==> src/rtl/sc_fifo_prog.sv <==
// Single-clock FIFO with arbitrary depth, programmable almost-full/empty levels and
// overflow/underflow pulses. Define SC_FIFO_FWFT_EN for first-word-fall-through dout.
module sc_fifo_prog #(
  parameter int DW     = 8,
  parameter int DEPTH  = 6,
  parameter int AF_LVL = 5,
  parameter int AE_LVL = 1,
  localparam int CW    = $clog2(DEPTH+1)
) (
  input  logic          clk,
  input  logic          rst_n,
  input  logic          write,
  input  logic [DW-1:0] din,
  input  logic          read,
  output logic [DW-1:0] dout,
  output logic          full,
  output logic          empty,
  output logic          almost_full,
  output logic          almost_empty,
  output logic [CW-1:0] data_cnt,
  output logic          overflow,
  output logic          underflow
);
  localparam int PW = $clog2(DEPTH);

  logic [DEPTH-1:0][DW-1:0] mem_q;
  logic [PW-1:0] wr_ptr_q, wr_ptr_d, rd_ptr_q, rd_ptr_d;
  logic [CW-1:0] cnt_q, cnt_d;
  logic          ovf_q, ovf_d, unf_q, unf_d;
  logic          wr_ok, rd_ok;

  assign full         = (cnt_q == CW'(DEPTH));
  assign empty        = (cnt_q == '0);
  assign almost_full  = (cnt_q >= CW'(AF_LVL));
  assign almost_empty = (cnt_q <= CW'(AE_LVL));
  assign data_cnt     = cnt_q;
  assign overflow     = ovf_q;
  assign underflow    = unf_q;

  assign wr_ok = write & ~full;
  assign rd_ok = read & ~empty;

  // Depth need not be a power of two, so wrap on an explicit compare.
  always_comb begin
    wr_ptr_d = wr_ptr_q;
    rd_ptr_d = rd_ptr_q;
    cnt_d    = cnt_q;
    if (wr_ok) wr_ptr_d = (wr_ptr_q == PW'(DEPTH-1)) ? '0 : wr_ptr_q + PW'(1);
    if (rd_ok) rd_ptr_d = (rd_ptr_q == PW'(DEPTH-1)) ? '0 : rd_ptr_q + PW'(1);
    if (wr_ok && !rd_ok)      cnt_d = cnt_q + CW'(1);
    else if (rd_ok && !wr_ok) cnt_d = cnt_q - CW'(1);
    ovf_d = write & full;
    unf_d = read & empty;
  end

  always_ff @(posedge clk or negedge rst_n) begin
    if (!rst_n) begin
      wr_ptr_q <= '0;
      rd_ptr_q <= '0;
      cnt_q    <= '0;
      ovf_q    <= 1'b0;
      unf_q    <= 1'b0;
    end else begin
      wr_ptr_q <= wr_ptr_d;
      rd_ptr_q <= rd_ptr_d;
      cnt_q    <= cnt_d;
      ovf_q    <= ovf_d;
      unf_q    <= unf_d;
    end
  end

  // Storage is deliberately not reset.
  always_ff @(posedge clk) begin
    if (wr_ok) mem_q[wr_ptr_q] <= din;
  end

`ifdef SC_FIFO_FWFT_EN
  // Head is gated to zero while empty so the output is stable and clean out of reset.
  assign dout = empty ? '0 : mem_q[rd_ptr_q];
`else
  logic [DW-1:0] dout_q, dout_d;

  always_comb begin
    dout_d = dout_q;
    if (rd_ok) dout_d = mem_q[rd_ptr_q];
  end

  always_ff @(posedge clk or negedge rst_n) begin
    if (!rst_n) dout_q <= '0;
    else        dout_q <= dout_d;
  end

  assign dout = dout_q;
`endif
endmodule
==> config.mk <==
export PLATFORM = sky130hd
export DESIGN_NAME = sc_fifo_prog
export DESIGN_NICKNAME = d
export VERILOG_FILES = /design/src/rtl/sc_fifo_prog.sv
export SDC_FILE = /design/constraint.sdc
export NUM_CORES = 1
export LEC_CHECK = 0
export CAP_MARGIN = 15
export CORE_MARGIN = 2
export CORE_UTILIZATION = 45
export CTS_BUF_LIST = sky130_fd_sc_hd__clkbuf_4 sky130_fd_sc_hd__clkbuf_8
export CTS_CLUSTER_DIAMETER = 40
export DETAILED_ROUTE_END_ITERATION = 8
export PLACE_DENSITY = 0.68
export SLEW_MARGIN = 15
export SYNTH_ARGS = -nofsm -noshare
export SYNTH_HDL_FRONTEND = slang
export SYNTH_SLANG_ARGS = --single-unit
==> constraint.sdc <==
create_clock -name clk -period 2.3 [get_ports clk]
set_input_delay 0.23 -clock clk [delete_from_list [all_inputs] [get_ports clk]]
set_output_delay 0.23 -clock clk [all_outputs]
set_load 0.01 [all_outputs]
==> results.md <==
- Max Slew Vio Count: 0
- # fillers: 476
- Slew headroom: approximately half
- EDFF count, synth: 48
- Vias post-DR: about 1600
- DRC Markers: 0
- Unrepaired setup endpoints after global routing: false
- Crit path required time: between 2 and 2.5 ns
- Ys Warns: 0
- IO buf count: 28
- Pwr dens: between 1000 and 1500 nW/µm²
- CTS tree: built
- Reg clk slew, reported paths: ~0.070 ns
- Setup ws final: around 0.10 ns
- Synth Area in Simple Gates: 4.12%
- DR iter-0 viols: 133
- Dpl hpwl: 3500 µm
- DP Cell Count: ~280
- N_diodes: 0
- Hold-fix buffer count after cts: 0
- Worst Tran Pin Value: between 0.7 and 0.8 ns
- Post-synthesis average cell area: 16.1 µm²
- Crit. Startpoint: data_cnt[0]
- Crit-path max FO: 10
- Final TNS setup: 0 ns
- R2R Setup Slk: approximately 0.36 ns
- Status: complete, no violations
- Routed vias/inst: about 5.4
- Avg WL per Cell: roughly 18 µm
- Final worst-path cycle share: between 90% and 100%
- Setup violations, final: 0
- Pre-antenna DRT Iters: 4
- # rows: 28
- Synth Area in Adders: around 2.7%
- Max Cap Violations: 0
- Post-synth cell types: 31
- Syn nets: 190
- Final net count: roughly 230
- Final hold violations: 0
- CTS Buf Count: 9
- Crit. End Element: output port
- Register area: 1920 µm²
- Clock root buffer: clkbuf_8
- CTS sink cnt: between 60 and 70
- Area of the die: ~6800 µm²
- Clk Latency, worst-skew pair: roughly 0.34 ns
- Max Clock Skew: roughly 0.0062 ns
- Top Ports: 29
- Die height: just over 80 µm
- Yosys reg bits: 67
- Total gr overflow: 0
- Initial antenna violation count: 0
- Utilization after layout: a little under three fifths
- Cell area after layout: between 3000 and 4000 µm²
- Cts repair resizes: 0
- First-pass GRT wire length: approximately 8300 µm
- Clk buf depth: 2
- Synth top area share: ~52%
- CP Class: register to output port
- Post-CTS Setup Inserts: 0
- All-Layer GR Usage: between 15 and 20%
- Worst hold path type: input pin to asynchronous set/reset pin
- Cell taking the most area after synthesis: edfxtp_1
- Vias in the first global route: between 1500 and 2000
- GP Congestion: 0.770
- Crit path launch type: register
- CORE AREA: 5920 µm²
- Dpl cell area: around 3200 µm²
- Routed Antenna Nets: 0
- Compound-gate portion of the synthesized area: 7.11%
- Cell Count, Final, Fillers Out: 293
- Ys flop type: edfxtp_1
- Fin Hold WS: ~0.23 ns
- Xor/xnor share of the synthesized area: 1.59%
- P&R area growth vs syn: 21.1%
- Largest family of logic cells by synthesized area: multiplexers
- Initial core utilization: between 40% and 50%
- Power Total: ~4.3 mW
- Mux cell area share after synthesis: about an eighth
- Register area share after synthesis: 69.4%
- Synth area leaders: edfxtp_1 (52%), dfrtp_1 (17%), mux2_2 (8.6%), a21oi_1 (3.1%), ha_1 (2.7%)
- Pre-CTS setup slack: 0.363 ns
- Max IR drop VDD: between 0.0004 and 0.0005 V
- Largest net degree at the start of global routing: 20
- Fin crit period: approximately 2.2 ns
- Mapped Cells: between 150 and 200
- H-tree Lvls: 3
- Layout cells sized above 1: roughly a quarter
- P_leak: between 1 and 1.5 nW
- FMAX: around 460 MHz
- Worst reg2reg startpoint: data_cnt[0]
- Synth async-reset ratio: roughly 28%
- Multi-input logic area: around 760 µm²
- Mapped Area: ~2800 µm²
- Die Wd: 82.3 µm
- Worst EP arrival: approximately 2 ns
- WL final: between 5000 and 6000 µm
[cells by family after synthesis]
family / Yosys count
multiplexers: 27
XOR/XNOR: 5
AO/OA/AOI/OAI: 30
adder cells (fa/ha/maj): 6
AND/OR/NAND/NOR: 22
buffers and inverters: 15
flip-flops: 67
[path summary, 6_finish.rpt]
path                                     to  cells after the start
worst max register to register     mem_q[8]                      7
worst min register to register      dout[0]                      2
min in group clk                   overflow                      2
worst min-delay path            data_cnt[1]                      2
max in group asynchronous           dout[1]                      2
worst max-delay path                  empty                      6
[cells in the final DEF (no fill, tap or decap), drive strengths merged, types with 2 or more instances in the layout]
cell type,synthesis,layout
edfxtp,48,48
clkdlybuf4s50,0,28
mux2,25,25
dfrtp,19,19
a21oi,17,17
clkbuf,3,10
buf,5,10
inv,7,7
a222oi,7,7
nor2,6,6
ha,6,6
clkinv,0,5
and2,3,3
and3,3,3
xnor2,3,3
o21ai,3,3
nand2b,2,2
nand2,2,2
nor3,2,2
nor2b,2,2
xor2,2,2
[critical path, cell delays in order (launching register included)]
cell and delay [ns]:
dfrtp_1 0.44, inv_1 0.15, ha_1 0.18, nand2b_1 0.07
buf_4 0.18, inv_1 0.07, clkdlybuf4s50_1 0.53
[report_power, final]
| part | switching (mW) | internal (mW) |
|---|---|---|
| logic | 0.735 | 0.791 |
| registers | 0.191 | 1.60 |
| clock network | 0.422 | 0.520 |
| total | 1.35 | 2.91 |
[registers in the layout, indices dropped and copies added, names as in the netlist]
signal	flops
data_cnt	3
rd_ptr_q	3
wr_ptr_q	3
underflow	1
mem_q	48
dout	8
overflow	1
[cells in the mapped netlist (3+ instances only)]
master    instances
a21oi_1          17
a222oi_1          7
and2_1            3
and3_1            3
clkbuf_1          3
dfrtp_1          19
edfxtp_1         48
ha_1              6
inv_1             7
mux2_2           21
mux2_4            3
nor2_1            6
o21ai_0           3
xnor2_1           3
[routing by layer]
layer,vias up,share of wire (%),global-route usage [%]
li1,733,-,-
met1,797,42,21.4
met2,33,51,28.8
met3,12,4.1,4.02
met4,0,2.3,10.0
met5,-,0,0
[area by class of cell]
class | instances | area share [%]
sequential | 67 | 57.3
multi-input combinational | 90 | 22.7
timing repair buffer | 38 | 10.6
clock buffer | 10 | 4.12
tap | 75 | 2.81
clock inverter | 6 | 1.65
inverter | 7 | 0.786
(Power assumes the default switching activity.)
